$ cat src/rtl/uart_rx.sv
// UART receiver: 8N1 frames, oversampled at CLKS_PER_BIT, mid-bit sampling,
// single-entry holding register with framing-error and overrun reporting.
module uart_rx #(
    parameter int unsigned CLKS_PER_BIT = 16
) (
    input  logic       clk,
    input  logic       reset,
    input  logic       rx_data,
    input  logic       rx_ack,
    output logic [7:0] data_out,
    output logic       rx_valid,
    output logic       rx_busy,
    output logic       frame_error,
    output logic       rx_overrun
);

    localparam int unsigned HALF  = CLKS_PER_BIT / 2;
    localparam int unsigned CNT_W = $clog2(CLKS_PER_BIT) + 1;

    localparam logic [1:0] S_IDLE  = 2'd0;
    localparam logic [1:0] S_START = 2'd1;
    localparam logic [1:0] S_DATA  = 2'd2;
    localparam logic [1:0] S_STOP  = 2'd3;

    logic [1:0]       state, state_next;
    logic [CNT_W-1:0] cnt, cnt_next;
    logic [2:0]       bit_cnt, bit_cnt_next;
    logic [7:0]       shreg, shreg_next;
    logic             sync1, sync2, prev;

    logic [7:0]       data_out_next;
    logic             rx_valid_next;
    logic             rx_busy_next;
    logic             frame_error_next;
    logic             rx_overrun_next;
    logic             good_byte;

    // State, counters, synchroniser and registered outputs
    always_ff @(posedge clk) begin
        if (!reset) begin
            state       <= S_IDLE;
            cnt         <= '0;
            bit_cnt     <= '0;
            shreg       <= '0;
            sync1       <= 1'b1;
            sync2       <= 1'b1;
            prev        <= 1'b1;
            data_out    <= '0;
            rx_valid    <= 1'b0;
            rx_busy     <= 1'b0;
            frame_error <= 1'b0;
            rx_overrun  <= 1'b0;
        end else begin
            state       <= state_next;
            cnt         <= cnt_next;
            bit_cnt     <= bit_cnt_next;
            shreg       <= shreg_next;
            sync1       <= rx_data;
            sync2       <= sync1;
            prev        <= sync2;
            data_out    <= data_out_next;
            rx_valid    <= rx_valid_next;
            rx_busy     <= rx_busy_next;
            frame_error <= frame_error_next;
            rx_overrun  <= rx_overrun_next;
        end
    end

    // Next-state, sampling and delivery logic
    always_comb begin
        state_next       = state;
        cnt_next         = cnt;
        bit_cnt_next     = bit_cnt;
        shreg_next       = shreg;
        data_out_next    = data_out;
        rx_valid_next    = rx_valid;
        frame_error_next = 1'b0;
        rx_overrun_next  = rx_overrun;
        good_byte        = 1'b0;

        case (state)
            S_IDLE: begin
                // Falling edge only: a line held low never re-arms the receiver
                if (prev && !sync2) begin
                    state_next   = S_START;
                    cnt_next     = '0;
                    bit_cnt_next = '0;
                end
            end
            S_START: begin
                if (cnt == CNT_W'(HALF - 1)) begin
                    cnt_next   = '0;
                    state_next = sync2 ? S_IDLE : S_DATA;
                end else begin
                    cnt_next = cnt + CNT_W'(1);
                end
            end
            S_DATA: begin
                if (cnt == CNT_W'(CLKS_PER_BIT - 1)) begin
                    cnt_next     = '0;
                    shreg_next   = {sync2, shreg[7:1]};
                    bit_cnt_next = bit_cnt + 3'd1;
                    if (bit_cnt == 3'd7) begin
                        state_next = S_STOP;
                    end
                end else begin
                    cnt_next = cnt + CNT_W'(1);
                end
            end
            S_STOP: begin
                if (cnt == CNT_W'(CLKS_PER_BIT - 1)) begin
                    cnt_next   = '0;
                    state_next = S_IDLE;
                    if (sync2) begin
                        good_byte = 1'b1;
                    end else begin
                        frame_error_next = 1'b1;
                    end
                end else begin
                    cnt_next = cnt + CNT_W'(1);
                end
            end
            default: begin
                state_next = S_IDLE;
            end
        endcase

        // An ack in the delivery cycle frees the slot for the new byte
        if (good_byte) begin
            if (!rx_valid || rx_ack) begin
                data_out_next   = shreg;
                rx_valid_next   = 1'b1;
                rx_overrun_next = 1'b0;
            end else begin
                rx_overrun_next = 1'b1;
            end
        end else if (rx_valid && rx_ack) begin
            rx_valid_next   = 1'b0;
            rx_overrun_next = 1'b0;
        end

        rx_busy_next = (state_next != S_IDLE);
    end

endmodule

$ cat config.mk
export PLATFORM = sky130hd
export DESIGN_NAME = uart_rx
export DESIGN_NICKNAME = d
export VERILOG_FILES = /design/src/rtl/uart_rx.sv
export SDC_FILE = /design/constraint.sdc
export NUM_CORES = 1
export LEC_CHECK = 0
export ABC_AREA = 0
export BUFFER_PORTS_ARGS = -buffer_cell sky130_fd_sc_hd__buf_2
export CAP_MARGIN = 20
export CORE_ASPECT_RATIO = 1.2
export CORE_UTILIZATION = 50
export DETAILED_ROUTE_END_ITERATION = 7
export GPL_ROUTABILITY_DRIVEN = 0
export PLACE_DENSITY = 0.75
export SLEW_MARGIN = 15
export SYNTH_ARGS = -nofsm -noshare
export SYNTH_HDL_FRONTEND = slang
export SYNTH_SLANG_ARGS = --single-unit
$ cat constraint.sdc
create_clock -name clk -period 1.8 [get_ports clk]
set_clock_uncertainty 0.15 [all_clocks]
set_input_delay 0.36 -clock clk [delete_from_list [all_inputs] [get_ports clk]]
set_output_delay 0.36 -clock clk [all_outputs]
set_load 0.05 [all_outputs]
Yosys cells after proc, flatten, opt, wreduce, memory -nomap -nowiden
Index checks and enable logic that the tools add are counted.
Operators by class
  mux-type cells: 23
  add/subtract/negate cells: 2
  reduce and logical (&&, ||, !) cells: 15
  equal/unequal tests: 9
Operators with widths (number)
  5-bit 2-to-1 mux: 3
  5-bit one-hot mux with 3 select lines: 1
  2-bit 2-to-1 mux: 6
  1-bit 2-to-1 mux: 9
  2-bit one-hot mux with 4 select lines: 1
  3-bit 2-to-1 mux: 2
  3-bit one-hot mux with 2 select lines: 1
  2-bit AND reduction: 3
  3-bit AND reduction: 2
  2-bit nonzero test: 3
  5-bit by 1-bit adder with 5-bit output, second input constant: 1
  5-bit by 3-bit == test with 1-bit output, second input constant: 1
  5-bit by 4-bit == test with 1-bit output, second input constant: 1
  2-bit == test, second input constant: 2
  2-bit inequality test, second input constant: 2
  3-bit by 1-bit adder with 3-bit output, second input constant: 1
  3-bit == test, second input constant: 1
  2-bit by 1-bit == test with 1-bit output, second input constant: 1
  1-bit logical AND: 2
  1-bit logical NOT: 2
  2-bit logical NOT: 1
  2-bit by 1-bit inequality test with 1-bit output, second input constant: 1
  2-bit OR reduction: 1
  1-bit logical OR: 1
Storage, ports and cells
  register bits after elaboration: 33
  input bits: 4
  word-level logic and storage cells: 61
  output and inout bits: 12

Longest topological paths before layout
  depth in word-level cells: 5
  gate-level depth with buffers: 8
  mapped depth without buffers: 7

Worst setup path after synthesis
No wires, ideal clock.
  kind: register to register
  start point: reg cnt[0]
  end point: reg data_out[0]
  period minus slack after synthesis: 1887 ps
  cell stages (with the launch flop): 9
  library setup time: 128 ps
  arrival time: 1609 ps
  path buffers: 1
  required time: 1522 ps
  slack: -87 ps
  path through: dfxtp_1 -> ha_1 -> and3_1 -> ha_1 -> nand4_1 -> nor2b_1 -> buf_4 -> mux2i_1 -> nor2_1
On the way
  cells in the longest elaborated chain, start to end: 4
RTL lines
  start, declared: RTL line 26  | logic [CNT_W-1:0] cnt, cnt_next;
  start signal, assigned: RTL line 55  | cnt <= cnt_next;
  5-bit by 4-bit == test with 1-bit output: RTL line 111  | if (cnt == CNT_W'(CLKS_PER_BIT - 1)) begin
  1-bit 2-to-1 mux: RTL line 111
  1-bit 2-to-1 mux: RTL line 81  | case (state)
  2-bit AND reduction (no source line)
  end signal, assigned: RTL line 61  | data_out <= data_out_next;
  end, declared: RTL line 10  | output logic [7:0] data_out,
No other way between the ends.
A chain may end at the register's enable or synchronous reset.

Final worst setup path
  start point: reg cnt[1]
  end point: reg cnt[2]
On the way
  cells in the longest elaborated chain, start to end: 3
  elaborated cells between the ends (all ways): 6
  those cells by class: add/sub (1); eq/ne (2); mux (3)
RTL lines (RTL line)
  5-bit by 1-bit adder with 5-bit output (tied with other cells): 95, 107, 120
  5-bit 2-to-1 mux, on equally long branches: 99, 111, 91
  5-bit one-hot mux with 3 select lines (*): 81
Mark *: on every way between the ends. The rest lies on a longest branch, timed or not.

==> results.toml <==
[global_route]
grt_pass1_vias = 1008
grt.overflow.total = 0
grt_pass1_wl_mm = 4.28
antenna_found_initial = 0
grt.total_usage_pct = 20.3
grt_max_degree = 23

[detailed_routing]
wl_mm = 2.53
vias = 1111
drc = 0
dr.pass1.iters = 4
via_per_inst = 5.34
drt-wirelength-per-cell_um = 12.2
drtIter0Drc = 31
ant_nets = 0

[cells_and_area]
diodes = 0
area_delta_synth_final_pct = 20.7
fill_cells = 215
layout_common_cells = "dfxtp_1 (31), nand2_1 (21), nor2_1 (17)"
drive_above_1_share_pct = 26.3
nNetsFinal = 184
mostFrequentLayoutCell = "dfxtp_1"
final_util_pct = 63.8
finalNonFillerCells = 208

[synthesis]
syn_inst = 145
ys.flop_type = "dfxtp_1"
synth_edf_count = 0
yosysSeqAreaShare_pct = 49.4
ys_ff_latch = 33
synth.distinct_cells = 32
ys_async_sr_fraction_pct = 0
synth_area_um2 = 1340
yosys_warnings = 0
synth_nets = 155
syn-mean-instance-area_um2 = 9.22

[sta]
slew-limit-headroom_pct = 73.8
rsz0062_at_grt = "true"
setup_tns_ns = -0.0468
finalMaxSlewViolations = 0
finalCriticalPeriod_ns = 1.85
setup_viol = 1
max_freq_mhz = 541
tightest_slew_ns = 0.392
hold_viol_final = 0
layout_setup_ws_ns = -0.0468
fin_crit_sh_pct = 103

[setup_path]
regToRegSetupSlack_ns = -0.05
reg2reg_to = "cnt[2]"
cp-end-kind = "flop"
reg2regPathDepth = 8
critPathArrivalTime_ns = 1.95
crit_required_ns = 1.91
r2r_start = "cnt[1]"
crit_fanout = 3
endpoint = "cnt[2]"
critPathLaunch = "cnt[1]"
critPathKind = "flop to flop"
crit_path_start_kind = "flop"

[clocking]
numCtsBuffers = 5
htree_levels = 2
cts_tree = "done"
clock_path_buffers = 2
cts-root-buf = "clkbuf_4"
cts.clk_slew.worst_paths_ns = 0.10
clock_latency_ns = 0.34
clock-sinks = 33

[floorplanning]
core_um2 = 2530
dieArea_um2 = 2880
die_w_um = 49.2
initial_core_util_pct = 52.9
die_h_um = 58.6
io_pins = 16
num_rows = 20

[place]
post-dp-hpwl_mm = 1.74
dp.cells = 194
portBuffers = 15

[job]
maxCapViolations = 0

[power_and_ir_drop]
leakagePower_uw = 0.000649
power_density_nw_per_um2 = 731
irDropWorstVdd_uv = 479

[status]
status = "finished, violations left"
violations = "setup timing"

[worst_hold_path]
holdCritPathClass = "primary input to flop"
-- report_power, final --
group / switching [µW] / internal, µW / total, µW / leakage [µW]
Clock: 238 / 148 / 386 / 0.0000320
Combinational: 29.9 / 18.8 / 48.7 / 0.000350
Sequential: 7.81 / 737 / 745 / 0.000268
Total: 275 / 904 / 1180 / 0.000649
-- through the flow --
stage	power (µW)	hold slack (ns)	worst slack, ns	instance area, µm²
2_1_floorplan	792	0.236	0.0128	1360
6_report	1180	0.0575	-0.0468	1610
3_3_place_gp	804	0.240	0.0101	1490
4_1_cts	1190	0.0503	0.00807	1600
3_5_place_dp	807	0.252	-0.0658	1490
5_1_grt	1240	0.0442	-0.116	1610
-- cells by family (layout without fill, tap and decap cells) --
family	Yosys count	count (layout)	share of synthesized area, %
AOI/OAI and AO/OA	24	24	11.0
xor gates and xnor gates	1	1	0.656
adders and majority gates	6	6	5.62
buffers and inverters	10	40	3.93
DFF	33	33	49.4
muxes	10	10	7.49
and+or+nand+nor	61	61	21.9
-- cell usage after synthesis, types with 2 or more instances --
master | n | share of area [%]
nand3_1 | 2 | 0.75
nand2b_1 | 8 | 3.7
buf_4 | 2 | 1.1
ha_1 | 6 | 5.6
nor2_1 | 17 | 4.8
nor3_1 | 2 | 0.75
a21oi_1 | 13 | 4.9
a211oi_1 | 2 | 1.1
nand2_1 | 21 | 5.9
dfxtp_1 | 33 | 49
nor2b_1 | 2 | 0.94
clkbuf_1 | 4 | 1.1
mux2i_1 | 10 | 7.5
inv_1 | 3 | 0.84
a22oi_1 | 3 | 1.7
-- routing by layer --
layer	GRT usage, %	share of wire, %	up-vias
li1	-	-	551
met1	21.7	42	521
met2	33.9	50	30
met3	8.01	5.0	9
met4	12.6	3.4	0
met5	0	0	-
-- area by class of cell --
| type | count | area [µm²] | area share, % |
|---|---|---|---|
| multi-input combinational | 102 | 662 | 41.0 |
| tap | 33 | 41.3 | 2.56 |
| clock inverter | 2 | 10.0 | 0.621 |
| clock buffer | 6 | 41.3 | 2.56 |
| inverter | 3 | 11.3 | 0.698 |
| timing repair buffer | 29 | 184 | 11.4 |
| sequential | 33 | 663 | 41.1 |
-- worst max-delay path: stages, from the launching register on --
cell and delay, ns:
dfxtp_2 0.34, ha_4 0.16, and3_4 0.15, buf_4 0.13, ha_1 0.20, nand2b_1 0.19, nand2_1 0.14, nand2b_1 0.07
a311oi_1 0.24
-- flip-flops by register name, indices dropped and copies added (netlist names) --
register / count
data_out: 8
shreg: 8
cnt: 5
bit_cnt: 3
state: 2
frame_error: 1
prev: 1
rx_busy: 1
rx_overrun: 1
rx_valid: 1
sync1: 1
sync2: 1
-- worst min-delay path by stage --
| stage | startpoint | to | cells past startpoint |
|---|---|---|---|
| 2_1_floorplan | sync1 | sync2 | 1 |
| 3_3_place_gp | sync1 | sync2 | 1 |
| 3_5_place_dp | sync1 | sync2 | 1 |
| 4_1_cts | rx_data | sync1 | 2 |
| 5_1_grt | rx_ack | rx_overrun | 2 |
| 6_report | rx_data | sync1 | 2 |
-- timing repair --
action,in CTS,in global routing
buffers inserted,5,1
endpoints found under the setup margin,9,15
endpoints found under the hold margin,0,0
hold buffers,0,0
gates resized for setup,2,4
pin swaps,3,9
(Power assumes the default switching activity.)
